[config.mk]
export PLATFORM = sky130hd
export DESIGN_NAME = r_sync_1x4
export DESIGN_NICKNAME = d
export VERILOG_FILES = /design/src/rtl/router_pkg.sv /design/src/rtl/r_sync_timeout.sv /design/src/rtl/r_sync_1x4.sv
export SDC_FILE = /design/constraint.sdc
export NUM_CORES = 1
export LEC_CHECK = 0
export ABC_CLOCK_PERIOD_IN_PS = 1400
export CAP_MARGIN = 15
export CORE_MARGIN = 1
export CORE_UTILIZATION = 41
export DETAILED_ROUTE_END_ITERATION = 7
export PLACE_DENSITY = 0.73
export SLEW_MARGIN = 20
export SYNTH_ARGS = -nofsm -noshare
export SYNTH_HDL_FRONTEND = slang
export SYNTH_HIERARCHICAL = 1
export SYNTH_SLANG_ARGS = --single-unit
[constraint.sdc]
create_clock -name clk -period 1.4 [get_ports clk]
set_clock_uncertainty 0.2 [all_clocks]
set_input_delay 0.42 -clock clk [delete_from_list [all_inputs] [get_ports clk]]
set_output_delay 0.42 -clock clk [all_outputs]
set_load 0.005 [all_outputs]
[src/rtl/router_pkg.sv]
// rtl/router_pkg.sv - shared constants and types for the 1x4 router
package router_pkg;
  localparam int NUM_PORTS = 4;
  localparam int TIMEOUT   = 30;
  localparam int CNT_W     = 5;

  typedef logic [1:0] addr_t;
endpackage

[src/rtl/r_sync_timeout.sv]
// rtl/r_sync_timeout.sv - per-port unread-valid watchdog producing a one-cycle soft reset
module r_sync_timeout
  import router_pkg::*;
(
  input  logic clk,
  input  logic rst,
  input  logic vld,
  input  logic read_enb,
  output logic soft_reset
);

  logic [CNT_W-1:0] r_cnt;
  logic             r_soft_reset;
  logic             w_stall;

  assign w_stall = vld & ~read_enb;

  // The pulse fires on the edge that completes TIMEOUT stalled cycles; the count restarts with it.
  always_ff @(posedge clk) begin
    if (rst) begin
      r_cnt        <= '0;
      r_soft_reset <= 1'b0;
    end else if (!w_stall) begin
      r_cnt        <= '0;
      r_soft_reset <= 1'b0;
    end else if (r_cnt == CNT_W'(TIMEOUT - 1)) begin
      r_cnt        <= '0;
      r_soft_reset <= 1'b1;
    end else begin
      r_cnt        <= r_cnt + 1'b1;
      r_soft_reset <= 1'b0;
    end
  end

  assign soft_reset = r_soft_reset;

endmodule

[src/rtl/r_sync_1x4.sv]
// rtl/r_sync_1x4.sv - router synchronizer: address latch, write steering, valid and soft-reset generation
module r_sync_1x4
  import router_pkg::*;
(
  input  logic       clk,
  input  logic       rst,
  input  logic [1:0] data_in,
  input  logic       detect_add,
  input  logic       full_0,
  input  logic       full_1,
  input  logic       full_2,
  input  logic       full_3,
  input  logic       empty_0,
  input  logic       empty_1,
  input  logic       empty_2,
  input  logic       empty_3,
  input  logic       write_enb_reg,
  input  logic       read_enb_0,
  input  logic       read_enb_1,
  input  logic       read_enb_2,
  input  logic       read_enb_3,
  output logic [3:0] write_enb,
  output logic       fifo_full,
  output logic       vld_out_0,
  output logic       vld_out_1,
  output logic       vld_out_2,
  output logic       vld_out_3,
  output logic       soft_reset_0,
  output logic       soft_reset_1,
  output logic       soft_reset_2,
  output logic       soft_reset_3
);

  addr_t                r_addr;
  logic [NUM_PORTS-1:0] w_full;
  logic [NUM_PORTS-1:0] w_vld;
  logic [NUM_PORTS-1:0] w_read;
  logic [NUM_PORTS-1:0] w_soft;

  always_ff @(posedge clk) begin
    if (rst) begin
      r_addr <= '0;
    end else if (detect_add) begin
      r_addr <= data_in;
    end
  end

  assign w_full  = {full_3, full_2, full_1, full_0};
  assign w_vld   = ~{empty_3, empty_2, empty_1, empty_0};
  assign w_read  = {read_enb_3, read_enb_2, read_enb_1, read_enb_0};

  // Steering uses the registered address, so a header seen this cycle only affects the next one.
  assign write_enb = write_enb_reg ? (4'b0001 << r_addr) : 4'b0000;
  assign fifo_full = w_full[r_addr];

  assign vld_out_0 = w_vld[0];
  assign vld_out_1 = w_vld[1];
  assign vld_out_2 = w_vld[2];
  assign vld_out_3 = w_vld[3];

  for (genvar g = 0; g < NUM_PORTS; g++) begin : g_timeout
    r_sync_timeout u_timeout (
      .clk        (clk),
      .rst        (rst),
      .vld        (w_vld[g]),
      .read_enb   (w_read[g]),
      .soft_reset (w_soft[g])
    );
  end

  assign soft_reset_0 = w_soft[0];
  assign soft_reset_1 = w_soft[1];
  assign soft_reset_2 = w_soft[2];
  assign soft_reset_3 = w_soft[3];

endmodule

-- Word-level counts from Yosys, hierarchy flattened
Index checks and enable logic that the tools add are counted.
- bits in latches: 0
- input port bits: 18
- register bits: 26
- output and inout port bits: 13
- memories kept: 0
- RAM bits: 0
- ROM bits: 0
- logic and storage cells: 47
- eq/ne operators: 4
- add/sub/neg operators: 4
- $mul: 0
- shift-type cells: 1
- divide/modulo/power cells: 0
- bitwise gates (word level): 13
- muxes and demuxes: 7
- order comparisons: 1
- reductions and logical operators: 8
- operators by type and width (cell ; count):
    adder 5 x 1 -> 5 bit, second input constant ; 4
    equality test 5 bit, second input constant ; 4
    OR reduction 3 bit ; 4
    NOT 1 bit ; 8
    OR reduction 2 bit ; 4
    two-way mux 1 bit ; 5
    AND 1 bit ; 4
    two-way mux 4 bit ; 1
    NOT 4 bit ; 1
    left shift 1 x 2 -> 4 bit, first input constant ; 1
    < comparator 2 x 3 -> 1 bit, second input constant ; 1
    binary-select mux 1 bit (select 2 bit) ; 1

-- Longest topological paths before layout
- depth after elaboration: 4
- gate-level depth with buffers: 5
- mapped depth without buffers: 5

-- Modules after synthesis
The synthesis kept the hierarchy.
- by module, submodules not included (module ; instances ; cells an instance ; seq. area each (um^2) ; area each (um^2)):
    r_sync_timeout ; 4 ; 24 ; 120.1 ; 231.5
    r_sync_1x4 ; 1 ; 16 ; 40.0 ; 137.6

-- Least setup slack after synthesis
OpenSTA, ideal clock, no wires.
- path type: reg2out
- start: register r_addr[0]
- end: output fifo_full
- required time: 0.780 ns
- arrival time: 0.896 ns
- buffers on the path: 0
- path slack: -0.116 ns
- stages on the path, launching flop included: 2
- cells stage by stage: dfxtp_1 > mux4_2
- longest elaborated chain between the ends: 2
- RTL lines (item ; line ; source):
    from (decl) ; r_sync_1x4.sv:34 ; addr_t r_addr;
    from (signal assigned) ; r_sync_1x4.sv:44 ; r_addr <= data_in;
    binary-select mux 1 bit (select 2 bit) ; r_sync_1x4.sv:54 ; assign fifo_full = w_full[r_addr];
    two-way mux 1 bit (not written as such) ; r_sync_1x4.sv:54 ;
    to (decl) ; r_sync_1x4.sv:23 ; output logic fifo_full,
No other way between the ends. The select of a mux whose other input is x is not followed.

-- Final worst setup path
Ends and elaborated chain as after synthesis.

==> impl.org <==
** Outcome
- The flow ran to the end, but the final reports show violations.
- The checks that failed: negative setup slack.

** Setup path
- Worst Setup Start Kind :: register
- Origin of the worst setup path :: r_addr[0]
- In this run the critical register-to-register path is launched from g_timeout[1].u_timeout/r_cnt[1].
- CP top delay family :: multiplexers
- Crit path capture type :: primary output
- The critical path crosses 3 cells after its start point.
- For the worst setup path, the data arrival time is 1.38 ns.
- For flop-to-flop paths, the worst setup slack is 0.14 ns.
- R2R cell count :: 5
- The slowest stage of the critical path belongs to the cell mux4_2.
- Worst Setup Path Type :: register to primary output
- The critical path ends at fifo_full.
- Cell Chain, Critical Path :: buf_6 > mux4_2 > buf_2
- The endpoint identified for the worst register-to-register timing path is g_timeout[1].u_timeout/r_cnt[0].
- Largest fanout of any net on the critical path :: 2
- For the worst setup path, the data required time is 0.78 ns.
- The critical path contains buffers and inverters numbering 2 combined.
- On the worst path, the slowest cell contributes a delay of 0.47 ns.

** Die
- Measured along the y axis, the die boundary spans 52.93 um.
- # IOs :: 31
- The initial utilization of the core area, before any placement, comes to 43.32%.
- The die is 52.93 um wide.
- After floorplanning, the core was sized to cover 2455 um^2.
- The die covers 2802 um^2.
- Standard-cell rows :: 18

** Routing
- In the routed design, unresolved DRC markers number 0.
- Routed WL :: 2045 um
- In this run the remaining antenna-violating nets after routing total 0.
- The first detailed-routing pass took 2 iterations.
- Via count :: 910
- Vias per cell :: 4.715
- The detailed router finished its first iteration with 4 violations.
- Routed length per instance :: 10.60 um

** STA
- In this run the tightest slew margin relative to its limit is 82.99%.
- Max frequency :: 500.6 MHz
- Setup repair after global routing could not meet its margin everywhere.
- Final setup violation count :: 5
- Hold violation count in the final report :: 0
- The number of pins with negative max-slew slack in the final report is 0.
- Subtracting the final worst setup slack from the clock period gives 1.998 ns.
- The final critical path takes up 142.7% of the cycle.
- At the pin with the least slew margin, the transition time is 0.2547 ns.
- Worst setup slack after layout :: -0.5977 ns

** GRT
- Pin count of the biggest net entering global routing :: 15
- Summed over all layers, the global routing overflow is 0.
- Antenna violations before repair :: 0
- Wire length of the first global-routing pass :: 3360 um
- Global routing used 16.88% of the available tracks.
- Vias in the first global route :: 859

** Clocking
- TritonCTS clock tree :: done
- Maximum clock path buffer count :: 2
- At the later pin of the worst-skew pair, clock insertion delay measures 0.32 ns.
- CTS saw 26 sinks.
- After clock tree synthesis, the clock-pin slew on the worst setup and hold paths is 0.13 ns.
- Number of buffers created by CTS :: 3
- CTS built an H-tree with a depth of 1.
- Clock tree synthesis selected as its root buffer the cell clkbuf_4.

** Min path
- Worst hold-check path type :: register to register

** Power and ir drop
- Total leakage power :: 0.6768 nW
- VDD IR-drop max :: 0.0008154 V
- Dividing total power by cell area gives a power density of 835.8 nW/um^2.

** Synthesis
- Counting flops and latches in the post-synthesis netlist gives 26.
- Area share of the leading cell type in the synthesized netlist :: 48.94%
- The Yosys step of the flow raised 6 warnings.
- In this run the cell area of the synthesized design comes to 1064 um^2.
- Synthesis instantiated 15 different standard cells from the library.
- Synthesis produced a netlist with a net count of 138.
- Share of synthesized area occupied by flip-flops and latches :: 48.94%
- In the post-synthesis netlist, the biggest area contributors are dfxtp_1, nor2_1, ha_1.
- The biggest area contributor in the post-synthesis netlist is dfxtp_1.
- A synthesized cell averages 9.496 um^2.
- Counting every instance in the synthesized netlist gives 112.

** Final layout
- Compared with the post-synthesis result, the final layout area differs by 44.12%.
- Share of post-route cells with drive strength above 1 :: 30.67%
- Number of nets in the layout :: 190
- Antenna diode instance count :: 0
- Final core area utilization :: 62.44%
- Counting the fill cells in the layout gives 216.

** Run
- Max-cap violations in this run came to 0.

** Placement
- Dpl ws :: -0.9529 ns
- At the end of routability-driven placement, the weighted congestion stood at 0.7739.
- During placement, the flow inserted port buffers numbering 30.
- Sum of net half-perimeters after detailed placement :: 1511 um
[per-layer routing]
metal	global-route usage, %	wire [um]	vias up	share of wire, %
met3	3.736	103	5	5.0
li1	-	-	462	-
met4	9.211	43	0	2.1
met1	16.58	803	424	39
met2	32.07	1095	19	54
met5	0	0	-	0
[layout make-up]
class | instances | area, um^2 | area share [%]
well taps | 30 | 37.54 | 2.449
flip-flops and latches | 26 | 526.8 | 34.37
repair buffers | 47 | 375.4 | 24.49
multi-input cells | 78 | 526.8 | 34.37
inverters | 8 | 30.03 | 1.959
clock buffers | 4 | 36.28 | 2.367
[flip-flops by register name, summed over array words and instances (netlist names)]
signal and cells:
r_addr 2, g_timeout.u_timeout/r_cnt 20, g_timeout.u_timeout/soft_reset 4
[synth_stat cells]
| cell | n |
|---|---|
| nand2_1 | 5 |
| mux2i_1 | 2 |
| ha_1 | 8 |
| nor2_1 | 31 |
| nand4_1 | 4 |
| xnor2_1 | 4 |
| and3_2 | 1 |
| and3b_2 | 1 |
| nand3_1 | 8 |
| nor3b_1 | 1 |
| dfxtp_1 | 26 |
| mux4_2 | 1 |
| xor2_1 | 8 |
| nand3_2 | 4 |
| inv_1 | 8 |
[metrics by stage]
step	instance area, um^2	instances	power (W)	hold WS, ns	setup TNS [ns]
2_1_floorplan	1065	112	0.0008175	0.2337	-0.09429
3_3_place_gp	1448	178	0.0009129	0.2463	-12.68
3_5_place_dp	1448	178	0.0009185	0.2626	-13.69
4_1_cts	1526	193	0.001293	0.2932	-2.175
5_1_grt	1533	193	0.001347	0.3158	-2.128
6_report	1533	193	0.001281	0.2845	-1.782
[cell usage in the layout, fill, tap and decap left out, types with 2 or more instances in the layout]
cell type,count
buf_4,15
dfxtp_2,2
nand2_1,5
mux2i_1,2
buf_6,5
xnor2_1,4
dlygate4sd2_1,5
clkbuf_4,3
xor2_1,8
ha_1,8
nand3_1,8
nor2_2,2
clkdlybuf4s15_1,2
nand4_1,4
buf_2,10
nand3_2,4
clkbuf_2,2
clkdlybuf4s50_1,7
nor2_1,29
inv_1,7
dfxtp_1,23
[logic make-up after synthesis]
| logic type | share of synthesized area (%) |
|---|---|
| and+or+nand+nor | 24.94 |
| buffers and inverters | 2.824 |
| muxes | 4.000 |
| adders and majority gates | 9.412 |
| xor gates and xnor gates | 9.882 |
| DFF | 48.94 |
[report_power, final]
part	switching [W]	total, W	internal (W)
registers	0.00000972	0.000759	0.000749
clock network	0.000212	0.000371	0.000159
logic	0.0000548	0.000151	0.0000965
total	0.000276	0.00128	0.00100
[worst min-delay path by stage]
| stage | from | to | depth (start not counted) |
|---|---|---|---|
| final | g_timeout[3].u_timeout/r_cnt[0] | g_timeout[3].u_timeout/r_cnt[0] | 1 |
| after global routing | g_timeout[3].u_timeout/r_cnt[0] | g_timeout[3].u_timeout/r_cnt[0] | 1 |
| after CTS | g_timeout[3].u_timeout/r_cnt[0] | g_timeout[3].u_timeout/r_cnt[0] | 1 |
| after detailed placement | g_timeout[3].u_timeout/r_cnt[0] | g_timeout[3].u_timeout/r_cnt[0] | 1 |
| after global placement | g_timeout[3].u_timeout/r_cnt[0] | g_timeout[3].u_timeout/r_cnt[0] | 1 |
| after floorplan | g_timeout[0].u_timeout/r_cnt[0] | g_timeout[0].u_timeout/r_cnt[0] | 1 |
[what timing repair did]
| item | CTS | global route |
|---|---|---|
| setup endpoints to repair | 13 | 29 |
| hold buffers | 0 | 0 |
| resized for setup | 73 | 9 |
| setup buffers | 11 | 1 |
| pin swaps | 1 | 0 |
(Power assumes the default switching activity.)
